**src/rtl/serial_loader.sv**
```systemverilog
// serial_loader: turns the boot serial byte stream into TileLink-A PutFullData writes
// and holds the core in reset until a packet's checksum verifies.
module serial_loader #(
    parameter logic [7:0] SYNC_BYTE    = 8'hA5,
    parameter int         BYTE_TIMEOUT = 100000,
    parameter int         ACK_TIMEOUT  = 64
) (
    input  logic        clock,
    input  logic        reset_in_n,
    input  logic        serial_valid,
    input  logic [7:0]  serial_data,
    output logic        bus_tla_a_valid,
    output logic [2:0]  bus_tla_a_opcode,
    output logic [2:0]  bus_tla_a_size,
    output logic [3:0]  bus_tla_a_source,
    output logic [31:0] bus_tla_a_address,
    output logic [3:0]  bus_tla_a_mask,
    output logic [31:0] bus_tla_a_data,
    input  logic        bus_tld_d_valid,
    input  logic        bus_tld_d_error,
    output logic        core_hold,
    output logic        done,
    output logic [2:0]  err,
    output logic [15:0] words_written
);
    localparam int IW = $clog2(BYTE_TIMEOUT + 1);
    localparam int AW = $clog2(ACK_TIMEOUT + 1);
    typedef enum logic [2:0] {IDLE, ADDR, COUNT, DATA, CSUM, WAIT} state_t;
    state_t         state;
    logic           pending;
    logic [1:0]     byte_idx;
    logic [7:0]     csum;
    logic [31:0]    cur_addr;
    logic [23:0]    word;
    logic [15:0]    words_left;
    logic [IW-1:0]  idle_cnt;
    logic [AW-1:0]  ack_cnt;
    logic           active;
    logic [15:0]    next_count;
    assign active           = state inside {ADDR, COUNT, DATA, CSUM};
    assign next_count       = {serial_data, words_left[15:8]};
    assign bus_tla_a_opcode = 3'd0;
    assign bus_tla_a_size   = 3'd2;
    assign bus_tla_a_source = 4'd0;
    assign bus_tla_a_mask   = 4'hF;
    always_ff @(posedge clock) begin
        if (!reset_in_n) begin
            state             <= IDLE;
            core_hold         <= 1'b1;
            done              <= 1'b0;
            err               <= '0;
            words_written     <= '0;
            pending           <= 1'b0;
            bus_tla_a_valid   <= 1'b0;
            bus_tla_a_address <= '0;
            bus_tla_a_data    <= '0;
            byte_idx          <= '0;
            csum              <= '0;
            cur_addr          <= '0;
            word              <= '0;
            words_left        <= '0;
            idle_cnt          <= '0;
            ack_cnt           <= '0;
        end else begin
            done            <= 1'b0;
            bus_tla_a_valid <= 1'b0;
            if (pending) begin
                ack_cnt <= ack_cnt + 1'b1;
                if (bus_tld_d_valid) begin
                    pending <= 1'b0;
                    if (bus_tld_d_error) err[2] <= 1'b1;
                    else words_written <= words_written + 1'b1;
                end else if (ack_cnt == AW'(ACK_TIMEOUT - 1)) begin
                    pending <= 1'b0;
                    err[2]  <= 1'b1;
                    state   <= IDLE;
                end
            end
            // Checksum already matched; release only once the last write is acked cleanly.
            if (state == WAIT && !pending) begin
                done      <= !err[2];
                core_hold <= err[2];
                state     <= IDLE;
            end
            if (active) idle_cnt <= serial_valid ? '0 : idle_cnt + 1'b1;
            if (serial_valid) begin
                case (state)
                    IDLE: if (serial_data == SYNC_BYTE) begin
                        state         <= ADDR;
                        core_hold     <= 1'b1;
                        csum          <= '0;
                        words_written <= '0;
                        err           <= '0;
                        byte_idx      <= '0;
                        pending       <= 1'b0;
                        idle_cnt      <= '0;
                    end
                    ADDR: begin
                        csum     <= csum ^ serial_data;
                        byte_idx <= byte_idx + 1'b1;
                        cur_addr <= byte_idx == 2'd3 ? {serial_data, cur_addr[31:10], 2'b00} : {serial_data, cur_addr[31:8]};
                        if (byte_idx == 2'd3) state <= COUNT;
                    end
                    COUNT: begin
                        csum       <= csum ^ serial_data;
                        words_left <= next_count;
                        byte_idx   <= byte_idx[0] ? 2'd0 : 2'd1;
                        if (byte_idx[0]) state <= next_count != '0 ? DATA : CSUM;
                    end
                    DATA: begin
                        csum     <= csum ^ serial_data;
                        byte_idx <= byte_idx + 1'b1;
                        word     <= {serial_data, word[23:8]};
                        if (byte_idx == 2'd3) begin
                            if (pending) begin
                                err[0] <= 1'b1;
                                state  <= IDLE;
                            end else begin
                                bus_tla_a_valid   <= 1'b1;
                                bus_tla_a_address <= cur_addr;
                                bus_tla_a_data    <= {serial_data, word};
                                cur_addr          <= cur_addr + 32'd4;
                                pending           <= 1'b1;
                                ack_cnt           <= '0;
                                words_left        <= words_left - 1'b1;
                                if (words_left == 16'd1) state <= CSUM;
                            end
                        end
                    end
                    CSUM: begin
                        if (serial_data != csum) err[1] <= 1'b1;
                        state <= serial_data == csum ? WAIT : IDLE;
                    end
                    default: ;
                endcase
            end
            if (active && !serial_valid && idle_cnt == IW'(BYTE_TIMEOUT - 1)) begin
                err[0] <= 1'b1;
                state  <= IDLE;
            end
        end
    end
endmodule

```
**config.mk**
```make
export PLATFORM = sky130hd
export DESIGN_NAME = serial_loader
export DESIGN_NICKNAME = d
export VERILOG_FILES = /design/src/rtl/serial_loader.sv
export SDC_FILE = /design/constraint.sdc
export NUM_CORES = 1
export LEC_CHECK = 0
export BUFFER_PORTS_ARGS = -buffer_cell sky130_fd_sc_hd__buf_2
export CORE_MARGIN = 3
export CORE_UTILIZATION = 40
export DETAILED_ROUTE_END_ITERATION = 10
export GPL_TIMING_DRIVEN = 0
export HOLD_SLACK_MARGIN = 0.06
export PLACE_DENSITY = 0.65
export SLEW_MARGIN = 25
export SYNTH_ARGS = -nofsm -noshare
export SYNTH_HDL_FRONTEND = slang
export SYNTH_SLANG_ARGS = --single-unit
export TNS_END_PERCENT = 50
```
**constraint.sdc**
```tcl
create_clock -name clock -period 4.9 [get_ports clock]
set_input_delay 0.245 -clock clock [delete_from_list [all_inputs] [get_ports clock]]
set_output_delay 0.245 -clock clock [all_outputs]
set_load 0.01 [all_outputs]
```
======== Word level (Yosys, flattened, before mapping) ========
Cells that the tools add are included.
cells by class
  magnitude comparators ................... 0
  reductions and logical operators ........ 29
  multiplexer cells ....................... 68
  add/subtract/negate cells ............... 6
  eq/ne operators ......................... 19
  div/mod/pow operators ................... 0
  shift-type cells ........................ 0
  bitwise logic cells ..................... 3
  multipliers ............................. 0
operator list
  kind                     number
  $mux W16                 8
  $mux W17                 5
  $mux W32                 2
  $pmux W32 S2             1
  $mux W3                  15
  $mux W7                  5
  $add A32 B3 Y32 const B  1
  $pmux W16 S2             1
  $mux W1                  22
  $reduce_and A4 Y1        5
  $add A17 B1 Y17 const B  1
  $eq A17 B17 Y1 const B   1
  $add A16 B1 Y16 const B  1
  $eq A16 B1 Y1 const B    1
  $pmux W8 S2              1
  $reduce_bool A16 Y1      1
  $sub A16 B1 Y16 const B  1
  $pmux W3 S5              1
  $reduce_bool A2 Y1       5
  $eq A8 B8 Y1             1
  $eq A8 B8 Y1 const B     1
  $mux W8                  1
  $ne A8 B8 Y1             1
  $xor A8 B8 Y8            1
  other kinds (26)         42
storage, ports and cells
  input port bits ......................... 13
  logic and storage cells ................. 143
  flip-flop bits (word level) ............. 196
  ROM bits ................................ 0
  memories kept ........................... 0
  output and inout bits ................... 100
  latch bits .............................. 0
  bits in writable memories ............... 0

======== Logic depth before layout (Yosys ltp) ========
  word-level depth ........................ 10
  depth in mapped cells ................... 10
  mapped depth without buffers ............ 7

======== Worst setup path after synthesis ========
No wires, ideal clock.
  kind .................................... reg2reg
  start ................................... reg byte_idx[0]
  end ..................................... reg cur_addr[25]
  required time ........................... 4.777 ns
  clock period less this slack ............ 2.065 ns
  setup time .............................. 0.123 ns
  cell stages (with the launch flop) ...... 10
  path buffers ............................ 3
  arrival ................................. 1.942 ns
  setup slack ............................. 2.835 ns
  cells stage by stage .................... dfxtp_1 > ha_1 > buf_2 > nand2b_1 > clkbuf_1 > a211oi_2 > nand2_1 > clkbuf_1 > a311oi_1 > nor3_1
between the ends
  longest elaborated chain between the ends .. 3
RTL lines
  element                             RTL line  RTL
  from (decl)                         31        logic [1:0] byte_idx;
  from (signal assigned)              100       byte_idx <= byte_idx + 1'b1;
  from (signal assigned)              107       byte_idx <= byte_idx[0] ? 2'd0 : 2'd1;
  from (signal assigned)              112       byte_idx <= byte_idx + 1'b1;
  $eq A2 B2 Y1                        114       if (byte_idx == 2'd3) begin
  $ne A2 B1 Y1 (no source line)       --
  $reduce_and A4 Y1 (no source line)  --
  to (signal assigned)                101       cur_addr <= byte_idx == 2'd3 ? {serial_data, cur_addr[31:10], 2'b00} : {serial_data, cur_addr[31:8]};
  to (signal assigned)                122       cur_addr <= cur_addr + 32'd4;
  to (decl)                           33        logic [31:0] cur_addr;
Every way passes these cells.
A chain may end at the register's enable or synchronous reset.

======== Worst setup path after layout ========
  start ................................... reg byte_idx[0]
  end ..................................... reg bus_tla_a_address[28]
between the ends
  longest elaborated chain between the ends .. 2
RTL lines
  element                             RTL line  RTL
  $eq A2 B2 Y1                        114
  $reduce_and A4 Y1 (no source line)  --
  to (signal assigned)                120       bus_tla_a_address <= cur_addr;
  to (decl)                           16        output logic [31:0] bus_tla_a_address,
Every way passes these cells.

==> flow_metrics.tcl <==
set metrics [dict create \
    hp-class "input pin to flip-flop" \
    fin_crit_ns 3.10 \
    routed_wirelength_um 28200 \
    overflow 0 \
    syn_inst 1195 \
    wl_met1_um 12700 \
    synth_edf_count 0 \
    final-setup-viol-count 0 \
    rsz0062_at_grt "no" \
    p_leak_nw 3.85 \
    period_share_pct 63.2 \
    critPathSlowestCell "a211oi_2" \
    rows 55 \
    cts.sinks 196 \
    drc_errors 0 \
    route.met2.wl_um 12700 \
    wl_met3_um 2150 \
    final_antenna_net_count 0 \
    drtIter0Drc 952 \
    initial_core_util_pct 40.8 \
    p_total_mw 3.33 \
    crit_path_max_fanout 10 \
    drive_above_1_share_pct 13.6 \
    finish.instance_area_mm2 0.0108 \
    critPathMaxStageDelay_ns 0.62 \
    dieArea_mm2 0.0250 \
    num_vias 9181 \
    drt-pass1-iter-count 5 \
    portBuffers 89 \
    wl_per_cell_um 17.4 \
    top_layer_used "met4" \
    cp_num_buf_inv 4 \
    timing.critical_path.from_type "flip-flop" \
    finClkSkew_ns 0.0172 \
    status "completed" \
    post_cts_resized 0 \
    slew_viol_final 0 \
    cts_inserted_buffers 17 \
    area_growth_syn_to_layout_pct 16.4 \
    clock_latency_ns 0.46 \
    place_hpwl_um 19700 \
    end_kind "flip-flop" \
    p_per_area_mw_per_mm2 308 \
    gp_routability_congestion 0.941 \
    cts_root_buf "clkbuf_16" \
    syn_avg_cell_area_um2 7.76 \
    dieWidth_um 158 \
    place_area_mm2 0.0101 \
    coreArea_mm2 0.0227 \
    yosys_register_bits 196 \
    netlist_area_mm2 0.00927 \
    h-tree-depth 4 \
    fin_util_pct 47.6 \
    cts_tree "yes" \
    synth-seq-area-share_pct 42.3 \
    crit_path_cell_trace "ha_1 > buf_2 > nand2b_1 > clkbuf_1 > a211oi_2 > nand2_1 > clkbuf_1 > buf_2 > nand2_1 > a21oi_1" \
    cts_buffer_depth 2 \
    tightestPinTransition_ns 0.990 \
    hold_viol_final 0 \
    yosysWarnings 0 \
    num_io_pins 113 \
    timing.slew.headroom_pct 33.5 \
    grt_use_total_pct 22.4 \
    critical-path-top-delay-family "buffers and inverters" \
    yosysUniqueCellTypes 71 \
    critPathKind "flip-flop to flip-flop" \
    drv_cap 0 \
    grt_pass1_wl_um 45100 \
    synthFlopType "dfxtp_1" \
    antenna_found_initial 0 \
    clkTransAtPathRegs_ns 0.09 \
    grt_max_degree 26 \
    post_cts_buffers 0 \
    antenna_cells 0 \
    setup_tns_ns 0 \
    synth-async-reset-ratio_pct 0 \
    required_ns 5.20 \
    vias_per_cell 5.69 \
    irDropWorstVdd_mv 0.200 \
    final_nets 1337 \
    arrival_ns 3.40 \
    die_h_um 158 \
    max_freq_mhz 323 \
    grt_pass1_vias 8581 \
]
-- synthesized netlist by cell type (all sizes together), types with 17 or more instances --
library cell	n	area [um^2]
a21oi	152	772
and3	17	106
buf	37	245
clkbuf	67	251
dfxtp	196	3920
nand2	246	923
nand3	30	150
nand4	23	144
nor2	97	369
nor3	35	180
o21ai	48	240
xnor2	18	158
-- layout by cell type, fill, tap and decap left out, drive strengths merged, types with 14 or more instances in the layout --
cell type  Yosys  final
dfxtp        196    196
nand3         30     30
clkbuf        67     84
nand4         23     23
nand2        246    246
buf           37    126
conb           2     14
xnor2         18     18
and3          17     17
a21oi        152    152
a31oi         15     15
nor2          97     97
nor4          15     15
inv           12     23
o21ai         48     48
nor3          35     35
-- worst register-to-register path: stages (launching register included) --
cell and delay (ns):
dfxtp_1 0.40, ha_1 0.16, buf_2 0.23, nand2b_1 0.08, clkbuf_1 0.17, a211oi_2 0.62, nand2_1 0.39, clkbuf_1 0.43
buf_2 0.33, nand2_1 0.09, a21oi_1 0.06
-- cell families (layout without fill, tap and decap cells) --
| family | after synthesis | after routing | synth area share (%) |
|---|---|---|---|
| and+or+nand+nor | 527 | 527 | 26.4 |
| AOI/OAI and AO/OA | 309 | 309 | 20.7 |
| DFF | 196 | 196 | 42.3 |
| buffers and inverters | 117 | 239 | 5.88 |
| xor gates and xnor gates | 27 | 27 | 2.55 |
| muxes | 9 | 9 | 1.04 |
| adders and majority gates | 8 | 8 | 1.08 |
| other | 2 | 14 | 0.0810 |
-- flip-flops by register name, indices dropped and copies added (netlist names) --
signal / flops
done: 1
cur_addr: 32
ack_cnt: 7
word: 24
bus_tla_a_data: 32
err: 3
core_hold: 1
bus_tla_a_address: 32
bus_tla_a_valid: 1
idle_cnt: 17
byte_idx: 2
words_written: 16
pending: 1
words_left: 16
csum: 8
state: 3
-- final timing paths --
path / startpoint / cells past startpoint / end / slack (ns)
worst min-delay path: bus_tld_d_error / 4 / err[2] / 0.14
worst max register to register: byte_idx[0] / 10 / bus_tla_a_address[28] / 1.80
worst max-delay path: byte_idx[0] / 10 / bus_tla_a_address[28] / 1.80
worst min register to register: bus_tla_a_address[20] / 2 / bus_tla_a_address[20] / 0.45
-- layer usage --
layer	GRT usage, %	vias up
met4	8.60	0
li1	-	4447
met1	30.7	4304
met2	35.0	379
met3	4.40	51
met5	0	-
-- final cells by class --
| type | count | area (um^2) |
|---|---|---|
| buffer | 104 | 497 |
| clock buffer | 17 | 425 |
| clock inverter | 15 | 236 |
| fill | 2305 | 11900 |
| inverter | 13 | 48.8 |
| multi-input combinational | 894 | 4860 |
| sequential | 196 | 3920 |
| tap | 285 | 357 |
| timing repair buffer | 90 | 455 |
-- where the power goes --
part,leakage [nW],total (mW),internal [mW],switching [mW]
sequential,1.58,1.61,1.60,0.0119
clock,0.321,1.56,0.737,0.822
combinational,1.95,0.153,0.0462,0.107
-- metrics by stage --
stage,setup slack (ns),instances,hold WS [ns]
floorplan,2.83,1207,0.432
global placement,1.85,1581,0.440
global route,1.62,1614,0.142
detailed placement,1.85,1581,0.445
finish,1.80,1614,0.142
CTS,1.81,1614,0.133
-- repair_timing --
item / CTS / global route
endpoints found under the hold margin: 2 / 0
endpoints found under the setup margin: 0 / 0
hold buffers: 1 / 0
Note: power is estimated with default switching activity, not from simulation.
